## src/rtl/dcache_ctrl_if.sv

```systemverilog
// rtl/dcache_ctrl_if.sv - pipeline request/response and backing-memory bus bundle for dcache_ctrl
interface dcache_ctrl_if #(
    parameter int AW = 32
);
    logic          req_valid;
    logic          req_we;
    logic [AW-1:0] req_addr;
    logic [31:0]   req_wdata;
    logic [3:0]    req_be;
    logic          inv;
    logic [31:0]   rsp_rdata;
    logic          stall;
    logic          mem_req;
    logic          mem_we;
    logic [AW-1:0] mem_addr;
    logic [31:0]   mem_wdata;
    logic [3:0]    mem_be;
    logic          mem_ack;
    logic [31:0]   mem_rdata;

    // master is the environment (pipeline stage plus memory), slave is the cache
    modport master (
        output req_valid, req_we, req_addr, req_wdata, req_be, inv,
        input  rsp_rdata, stall,
        input  mem_req, mem_we, mem_addr, mem_wdata, mem_be,
        output mem_ack, mem_rdata
    );

    modport slave (
        input  req_valid, req_we, req_addr, req_wdata, req_be, inv,
        output rsp_rdata, stall,
        output mem_req, mem_we, mem_addr, mem_wdata, mem_be,
        input  mem_ack, mem_rdata
    );
endinterface

```

## src/rtl/dcache_ctrl.sv

```systemverilog
// rtl/dcache_ctrl.sv - direct-mapped write-through no-write-allocate data cache controller
module dcache_ctrl #(
    parameter int LINES = 16,
    parameter int WORDS = 4,
    parameter int AW    = 32
) (
    input  logic         clk,
    input  logic         rst_n,
    dcache_ctrl_if.slave bus
);
    localparam int WB = $clog2(WORDS);
    localparam int IB = $clog2(LINES);
    localparam int TB = AW - 2 - WB - IB;

    typedef enum logic [1:0] {IDLE, REFILL, WRITE} state_t;

    state_t            state_q, state_d;
    logic [TB-1:0]     tag_mem  [LINES];
    logic [31:0]       data_mem [LINES][WORDS];
    logic [LINES-1:0]  valid_q;
    logic [WB-1:0]     cnt_q;
    logic              stall_c;
    logic [31:0]       rsp_c;

    logic [WB-1:0]     req_word;
    logic [IB-1:0]     req_idx;
    logic [TB-1:0]     req_tag;
    logic [WB-1:0]     cap_word;
    logic [IB-1:0]     cap_idx;
    logic [TB-1:0]     cap_tag;
    logic              hit;
    logic              cap_hit;
    logic              last_beat;
    logic              unused_addr_bits;

    assign req_word = bus.req_addr[WB+1:2];
    assign req_idx  = bus.req_addr[WB+IB+1:WB+2];
    assign req_tag  = bus.req_addr[AW-1:WB+IB+2];
    // the registered bus address doubles as the captured request address
    assign cap_word = bus.mem_addr[WB+1:2];
    assign cap_idx  = bus.mem_addr[WB+IB+1:WB+2];
    assign cap_tag  = bus.mem_addr[AW-1:WB+IB+2];
    assign unused_addr_bits = ^bus.req_addr[1:0];

    assign hit       = valid_q[req_idx] && (tag_mem[req_idx] == req_tag);
    assign cap_hit   = valid_q[cap_idx] && (tag_mem[cap_idx] == cap_tag);
    assign last_beat = (state_q == REFILL) && bus.mem_ack && (cnt_q == WB'(WORDS - 1));

    always_ff @(posedge clk or negedge rst_n) begin
        if (!rst_n) state_q <= IDLE;
        else        state_q <= state_d;
    end

    always_comb begin
        state_d = state_q;
        stall_c = 1'b0;
        rsp_c   = '0;
        case (state_q)
            IDLE: begin
                if (hit) rsp_c = data_mem[req_idx][req_word];
                if (bus.req_valid) begin
                    if (bus.req_we) begin
                        stall_c = 1'b1;
                        state_d = WRITE;
                    end else if (!hit) begin
                        stall_c = 1'b1;
                        state_d = REFILL;
                    end
                end
            end
            REFILL: begin
                stall_c = 1'b1;
                if (last_beat) state_d = IDLE;
            end
            WRITE: begin
                stall_c = ~bus.mem_ack;
                if (bus.mem_ack) state_d = IDLE;
            end
            default: state_d = IDLE;
        endcase
    end

    assign bus.stall     = stall_c & rst_n;
    assign bus.rsp_rdata = rsp_c;

    always_ff @(posedge clk or negedge rst_n) begin
        if (!rst_n) begin
            valid_q       <= '0;
            cnt_q         <= '0;
            bus.mem_req   <= 1'b0;
            bus.mem_we    <= 1'b0;
            bus.mem_addr  <= '0;
            bus.mem_wdata <= '0;
            bus.mem_be    <= '0;
        end else begin
            case (state_q)
                IDLE: begin
                    if (bus.req_valid && bus.req_we) begin
                        bus.mem_req   <= 1'b1;
                        bus.mem_we    <= 1'b1;
                        bus.mem_addr  <= {bus.req_addr[AW-1:2], 2'b00};
                        bus.mem_wdata <= bus.req_wdata;
                        bus.mem_be    <= bus.req_be;
                    end else if (bus.req_valid && !hit) begin
                        bus.mem_req  <= 1'b1;
                        bus.mem_we   <= 1'b0;
                        bus.mem_addr <= {bus.req_addr[AW-1:WB+2], {(WB+2){1'b0}}};
                        cnt_q        <= '0;
                    end else if (bus.inv && !bus.req_valid) begin
                        valid_q <= '0;
                    end
                end
                REFILL: begin
                    if (bus.mem_ack) begin
                        if (last_beat) begin
                            bus.mem_req      <= 1'b0;
                            valid_q[cap_idx] <= 1'b1;
                            cnt_q            <= '0;
                        end else begin
                            cnt_q                 <= cnt_q + WB'(1);
                            bus.mem_addr[WB+1:2]  <= cnt_q + WB'(1);
                        end
                    end
                end
                WRITE: begin
                    if (bus.mem_ack) begin
                        bus.mem_req <= 1'b0;
                        bus.mem_we  <= 1'b0;
                    end
                end
                default: ;
            endcase
        end
    end

    // arrays carry no reset; valid_q alone decides whether their contents count
    always_ff @(posedge clk) begin
        if (state_q == REFILL && bus.mem_ack) begin
            data_mem[cap_idx][cnt_q] <= bus.mem_rdata;
            if (cnt_q == WB'(WORDS - 1)) tag_mem[cap_idx] <= cap_tag;
        end
        if (state_q == WRITE && bus.mem_ack && cap_hit) begin
            for (int b = 0; b < 4; b++) begin
                if (bus.mem_be[b]) data_mem[cap_idx][cap_word][8*b +: 8] <= bus.mem_wdata[8*b +: 8];
            end
        end
    end
endmodule

```

## src/flat_wrapper.sv

```systemverilog
// flat-port wrapper written by rule: the top's interface ports become plain ports
module dcache_ctrl_flat 
#(
    parameter int LINES = 16,
    parameter int WORDS = 4,
    parameter int AW    = 32
)
  (clk, rst_n, bus_req_valid, bus_req_we, bus_req_addr, bus_req_wdata, bus_req_be, bus_inv, bus_rsp_rdata, bus_stall, bus_mem_req, bus_mem_we, bus_mem_addr, bus_mem_wdata, bus_mem_be, bus_mem_ack, bus_mem_rdata);
  dcache_ctrl_if #(.AW(AW)) bus_i ();
  input  logic clk;
  input  logic rst_n;
  input wire logic [$bits(bus_i.req_valid)-1:0] bus_req_valid;
  input wire logic [$bits(bus_i.req_we)-1:0] bus_req_we;
  input wire logic [$bits(bus_i.req_addr)-1:0] bus_req_addr;
  input wire logic [$bits(bus_i.req_wdata)-1:0] bus_req_wdata;
  input wire logic [$bits(bus_i.req_be)-1:0] bus_req_be;
  input wire logic [$bits(bus_i.inv)-1:0] bus_inv;
  output wire logic [$bits(bus_i.rsp_rdata)-1:0] bus_rsp_rdata;
  output wire logic [$bits(bus_i.stall)-1:0] bus_stall;
  output wire logic [$bits(bus_i.mem_req)-1:0] bus_mem_req;
  output wire logic [$bits(bus_i.mem_we)-1:0] bus_mem_we;
  output wire logic [$bits(bus_i.mem_addr)-1:0] bus_mem_addr;
  output wire logic [$bits(bus_i.mem_wdata)-1:0] bus_mem_wdata;
  output wire logic [$bits(bus_i.mem_be)-1:0] bus_mem_be;
  input wire logic [$bits(bus_i.mem_ack)-1:0] bus_mem_ack;
  input wire logic [$bits(bus_i.mem_rdata)-1:0] bus_mem_rdata;
  assign bus_i.req_valid = bus_req_valid;
  assign bus_i.req_we = bus_req_we;
  assign bus_i.req_addr = bus_req_addr;
  assign bus_i.req_wdata = bus_req_wdata;
  assign bus_i.req_be = bus_req_be;
  assign bus_i.inv = bus_inv;
  assign bus_rsp_rdata = bus_i.rsp_rdata;
  assign bus_stall = bus_i.stall;
  assign bus_mem_req = bus_i.mem_req;
  assign bus_mem_we = bus_i.mem_we;
  assign bus_mem_addr = bus_i.mem_addr;
  assign bus_mem_wdata = bus_i.mem_wdata;
  assign bus_mem_be = bus_i.mem_be;
  assign bus_i.mem_ack = bus_mem_ack;
  assign bus_i.mem_rdata = bus_mem_rdata;
  dcache_ctrl #(.LINES(LINES), .WORDS(WORDS), .AW(AW)) u_core (.clk(clk), .rst_n(rst_n), .bus(bus_i));
endmodule
```

## config.mk

```make
export PLATFORM = sky130hd
export DESIGN_NAME = dcache_ctrl_flat
export DESIGN_NICKNAME = d
export VERILOG_FILES = /design/src/rtl/dcache_ctrl_if.sv /design/src/rtl/dcache_ctrl.sv /design/src/flat_wrapper.sv
export SDC_FILE = /design/constraint.sdc
export NUM_CORES = 2
export LEC_CHECK = 0
export CAP_MARGIN = 20
export CELL_PAD_IN_SITES_DETAIL_PLACEMENT = 0
export CELL_PAD_IN_SITES_GLOBAL_PLACEMENT = 1
export CORE_UTILIZATION = 50
export DETAILED_ROUTE_END_ITERATION = 10
export PLACE_DENSITY = 0.79
export SLEW_MARGIN = 10
export SYNTH_ARGS = -nofsm -noshare
export SYNTH_HDL_FRONTEND = slang
export SYNTH_SLANG_ARGS = --single-unit
```

## constraint.sdc

```tcl
create_clock -name clk -period 7 [get_ports clk]
set_input_delay 1.75 -clock clk [delete_from_list [all_inputs] [get_ports clk]]
set_output_delay 1.75 -clock clk [all_outputs]
set_load 0.1 [all_outputs]
```

### After elaboration in Yosys (flattened, before gate mapping)

Memory sizes are Yosys's and may differ from the RTL's.
Index checks and enable logic that the tools add are counted.

* logic and storage cells: 1166
* bits of input ports: 106
* flip-flop bits (word level): 90
* memory bits (writable): 2432
* output and inout bits: 103
* memories: 2

* reductions and logical operators: 27
* equality and inequality tests: 16
* add/subtract/negate cells: 1
* bitwise logic cells: 518
* magnitude comparators: 8
* multiplexer cells: 585

Memories
* u_core.data_mem: depth 16, width 128, read ports 1, clocked after memory_dff 0, wr ports 1, RTL line dcache_ctrl.sv:19 `logic [31:0] data_mem [LINES][WORDS];`
* u_core.tag_mem: depth 16, width 24, read ports 2, clocked after memory_dff 0, wr ports 1, RTL line dcache_ctrl.sv:18 `logic [TB-1:0] tag_mem [LINES];`

Operators with widths (count)
* 2-to-1 mux 128 bit: 5
* 2-to-1 mux 1 bit: 537
* OR 1 bit: 512
* demux 32 bit (select 2 bit): 5
* 2-to-1 mux 32 bit: 8
* 2-to-1 mux 16 bit: 6
* binary-select mux 32 bit (select 2 bit): 1
* == test 24 bit: 2
* one-hot mux 16 bit (2 select lines): 1
* 2-to-1 mux 24 bit: 1
* 2-to-1 mux 2 bit: 11
* OR 16 bit: 1
* logical AND 1 bit: 12
* inequality test 2 bit, second input constant: 6
* AND reduction 4 bit: 3
* < comparator 4 x 5 -> 1 bit, second input constant: 2
* >= comparator 3 bit, second input constant: 3
* NOT 2 -> 3 bit: 3
* binary-select mux 1 bit (select 4 bit): 2
* 2-to-1 mux 8 bit: 1
* one-hot mux 2 bit (2 select lines): 2
* < comparator 3 x 1 -> 1 bit, second input constant: 2
* inequality test 2 x 1 -> 1 bit, second input constant: 3
* one-hot mux 1 bit (3 select lines): 2
* other kinds (19): 24

### Longest topological paths before layout

* depth in word-level cells: 10
* mapped depth: 15
* depth with buffers taken out: 9

### Worst setup path after synthesis

No wires, ideal clock.

* path kind: input to output
* from: input port bus_req_addr[5]
* to: output port bus_rsp_rdata[16]
* arrival time: 6.629 ns
* data required time: 5.250 ns
* buffers on the path: 8
* path slack: -1.379 ns
* stages on the path: 12
* cells stage by stage: buf_2 -> buf_4 -> buf_2 -> buf_2 -> buf_2 -> clkbuf_1 -> buf_1 -> clkbuf_1 -> mux4_2 -> mux4_2 -> mux2i_1 -> a211oi_1

* word-level cells in the longest chain between the ends: 6
* elaborated cells between the ends (all ways): 11
* those cells by class: 1 x eq/ne; 7 x mux; 1 x reduce/logical; 2 x memory

Ends and longest elaborated chain
* from (decl): RTL line flat_wrapper.sv:14 `input wire logic [$bits(bus_i.req_addr)-1:0] bus_req_addr;`
* memory (16 x 128 bit)
* binary-select mux 32 bit (select 2 bit): RTL line dcache_ctrl.sv:60 `if (hit) rsp_c = data_mem[req_idx][req_word];`
* 2-to-1 mux 32 bit (not written as such) (2 in a row): RTL line dcache_ctrl.sv:60
* 2-to-1 mux 32 bit (*): RTL line dcache_ctrl.sv:60
* 2-to-1 mux 32 bit (*): RTL line dcache_ctrl.sv:58 `case (state_q)`
* to (decl): RTL line flat_wrapper.sv:18 `output wire logic [$bits(bus_i.rsp_rdata)-1:0] bus_rsp_rdata;`

Mark *: on every way between the ends. The rest lies on a longest branch, timed or not. The select of a mux whose other input is x is not followed.

### Worst setup path in the final report

* from: input port bus_req_addr[4]
* to: output port bus_rsp_rdata[15]

Same word-level chain as after synthesis.

==> run_results.csv <==
group,metric,value,unit
routing,ant_nets,0,
timing,skew,0.125,ns
clock_network,root_buffer,"clkbuf_16",
global_route,grt_pass1_vias,52300,
run_status,status,"complete, no violations",
routing,drt_iter0_drc,6235,
global_route,overflow,0,
routing,vias,51900,
worst_setup_path,cp_slowest_cell,"or2_4",
power_and_ir_drop,p_leak,0.0383,uW
placement,place_congestion,0.851,
flow_run,drv_cap,0,
global_route,grt_max_degree,89,
synthesis,synthCells,4690,
synthesis,synth.distinct_cells,71,
power_and_ir_drop,power_density,322,nW/um2
worst_setup_path,critPathCaptureType,"output pin",
floorplanning,start_util,0.504,
worst_setup_path,cp_num_buf_inv,7,
global_route,grt_pass1_wl,375000,um
routing,viasPerCell,6.38,
clock_network,cts.sinks,2520,
hold_path,worstHoldStart,"u_core.valid_q[5]",
floorplanning,die_x,456,um
power_and_ir_drop,ir_drop,381,uV
timing,fmax,144,MHz
synthesis,yosysTopAreaCell,"edfxtp_1",
synthesis,synth_edf_count,2432,
floorplanning,die-area,208000,um2
routing,dr_wl_met2,128000,um
power_and_ir_drop,power.switching,10900,uW
synthesis,synthFlopType,"edfxtp_1",
layout,syn_to_final_growth,16.2,%
routing,highest_layer,"met5",
timing,worst_slew_pin_slew,1.14,ns
power_and_ir_drop,seqPwrFrac,0.472,
routing,drt_pass1_iterations,5,
routing,routed_wl,262000,um
layout,drive_gt1_frac,0.364,
global_route,grt_usage,0.252,
power_and_ir_drop,power.share.switching,0.282,
timing,slew_headroom,0.242,
synthesis,yosys_register_bits,2520,
layout,fillerInstances,14400,
global_route,antenna_found_initial,8,
routing,met3_length,24500,um
clock_network,cts_tree,"yes",
hold_path,hp-class,"reg -> reg",
synthesis,syn_avg_cell_area,22.0,um2
worst_setup_path,critical_path_required,5.25,ns
clock_network,path_clk_slew,0.06,ns
power_and_ir_drop,p_clk_frac,0.360,
worst_setup_path,worstPathCellList,"buf_8, buf_4, mux2_2, o22ai_1, o31ai_1, o31ai_1, buf_4, o211ai_1, nor4b_2, buf_4, nand4_1, or2_4, buf_12, buf_4, nor2b_2, buf_12",
synthesis,synth_top_area_share,0.708,
synthesis,yosysWarnings,0,
power_and_ir_drop,internal-power,27700,uW
timing,final-hold-violation-count,0,
timing,setup_viol,0,
worst_setup_path,cp-startpoint,"bus_req_addr[4]",
floorplanning,ios,209,
layout,post-route-util,0.585,
clock_network,clock_latency,0.95,ns
floorplanning,std_cell_rows,166,
timing,fin_crit_sh,0.995,
worst_setup_path,path_common_cell,"buf_4",
placement,port_buffers,204,
floorplanning,die_h,456,um
synthesis,netlist_top_cells_area,"edfxtp_1 (71%), mux4_2 (19%), mux2_2 (2.4%), dfrtp_1 (2.1%), nor2_1 (1.1%)",
worst_setup_path,cp_top_family,"buffers and inverters",
timing,worst_hold_slack,0.530,ns
clock_network,htree_levels,5,
routing,wl_per_cell,32.3,um
layout,layout.nets,5365,
worst_setup_path,crit_arrival,5.21,ns
timing,finalCriticalPeriod,6.96,ns
synthesis,netlist_area,103000,um2
routing,drc,0,
layout,layout_commonest_cell,"edfxtp_1",
timing,finalMaxSlewViolations,0,
layout,most-common-layout-cells,"edfxtp_1 (2432), mux4_2 (859), buf_4 (334), nor2_1 (295), clkbuf_16 (285)",
clock_network,cts_made_buffers,277,
worst_setup_path,critPathMaxStageDelay,0.41,ns
synthesis,async_reset_ff_frac,0.0349,
placement,dp_hpwl,165000,um
worst_setup_path,criticalPathCategory,"in -> out",
worst_setup_path,rr_startpoint,"u_core.bus.mem_addr[4]",
clock_network,cts_buffer_depth,4,
power_and_ir_drop,pwr-share-comb,0.168,
floorplanning,core,205000,um2
worst_setup_path,crit_fanout,11,
worst_setup_path,cp-start-kind,"primary input",
routing,met1_length,100000,um
synthesis,synth.yosys.seq_area_share,0.729,
[path summary, 6_finish.rpt]
check	cells past startpoint	slack (ns)	end
max reg2reg	11	1.10	u_core.data_mem[13][125]
min	2	0.53	u_core.valid_q[5]
min in group asynchronous	1	0.82	u_core.bus.mem_addr[22]
max in group asynchronous	2	4.75	u_core.bus.mem_wdata[8]
max	16	0.04	bus_rsp_rdata[15]
min reg2reg	2	0.53	u_core.valid_q[5]
[metal layers]
metal / vias to the layer above / GRT usage
met5: - / 0
met4: 4 / 0.0902
met3: 488 / 0.0498
met2: 2812 / 0.399
met1: 27600 / 0.352
li1: 21000 / -
[layout make-up]
cell class,count,area [um2],share of cell area
clock buffers,354,7470,0.0623
clock inverters,119,1080,0.00899
multi-input cells,1849,26900,0.225
repair buffers,577,5670,0.0473
well taps,2688,3360,0.0281
diodes,4,10.0,0.0000835
flip-flops and latches,2520,75200,0.628
inverters,26,103,0.000856
[through the flow]
stage	total power, uW	std cells	setup WS (ns)	setup TNS (ns)	instance area [um2]
after floorplan	22400	4691	-0.0325	-0.589	103000
after global placement	24900	7651	-0.0857	-0.242	111000
after detailed placement	25000	7651	-0.0439	-0.0841	111000
after CTS	38800	8125	0.0318	0	120000
after global routing	39600	8134	-0.00614	-0.0121	120000
final	38600	8137	0.0385	0	120000
[worst min-delay path, stage by stage, from the launching register on]
cell	delay (ns)
dfrtp_1	0.36
a31oi_1	0.05
nor2_1	0.08
[cell families (layout without fill, tap and decap cells)]
group | count (synthesis) | in the layout | share of synthesized area
xor gates and xnor gates | 43 | 43 | 0.00365
and+or+nand+nor | 504 | 504 | 0.0238
adders and majority gates | 8 | 8 | 0.000971
DFF | 2520 | 2520 | 0.729
other | 1 | 6 | 0.0000364
muxes | 1155 | 1155 | 0.219
buffers and inverters | 322 | 1076 | 0.0138
AOI/OAI and AO/OA | 137 | 137 | 0.00933
[cells in the mapped netlist, drive strengths merged, types with 2 or more instances]
cell type	number
o211ai	3
a211o	2
nor3	7
a21oi	17
or3	3
o311ai	2
dfrtp	88
a211oi	16
nand4b	3
or2	2
o22ai	23
mux2i	74
o2111ai	2
nand3	29
nor2	312
ha	8
nor4	7
xor2	10
a22o	3
nor2b	43
clkbuf	149
a31oi	10
o32ai	5
o31ai	6
nand2	27
a2111oi	2
buf	147
nand4	15
o21a	2
o32a	2
mux4	859
o21ai	15
xnor2	33
a31o	3
o2bb2ai	2
inv	26
mux2	222
edfxtp	2432
nand2b	9
and2	24
and3	18
a221oi	3
a22oi	7
[flip-flops by register name (all words and copies together), names as in the netlist]
| register | count |
|---|---|
| u_core.bus.mem_be | 4 |
| u_core.bus.mem_wdata | 32 |
| u_core.valid_q | 16 |
| u_core.tag_mem | 384 |
| u_core.cnt_q | 2 |
| u_core.bus.mem_we | 1 |
| u_core.bus.mem_addr | 30 |
| u_core.bus.mem_req | 1 |
| u_core.data_mem | 2048 |
| u_core.state_q | 2 |
[what timing repair did]
item	in CTS	in global routing
buffers inserted	1	5
gates resized for setup	4	20
hold endpoints to repair	0	0
endpoints found under the setup margin	3	26
pin swaps	1	7
hold buffers	0	0
gates cloned	0	1
[power groups by stage]
stage,Combinational [uW],Clock [uW],Sequential (uW)
after detailed placement,6420,0,18600
after CTS,6460,14100,18300
after global placement,6350,0,18500
final,6480,13900,18300
after floorplan,3010,0,19400
after global routing,6690,14600,18300
(Power assumes the default switching activity.)
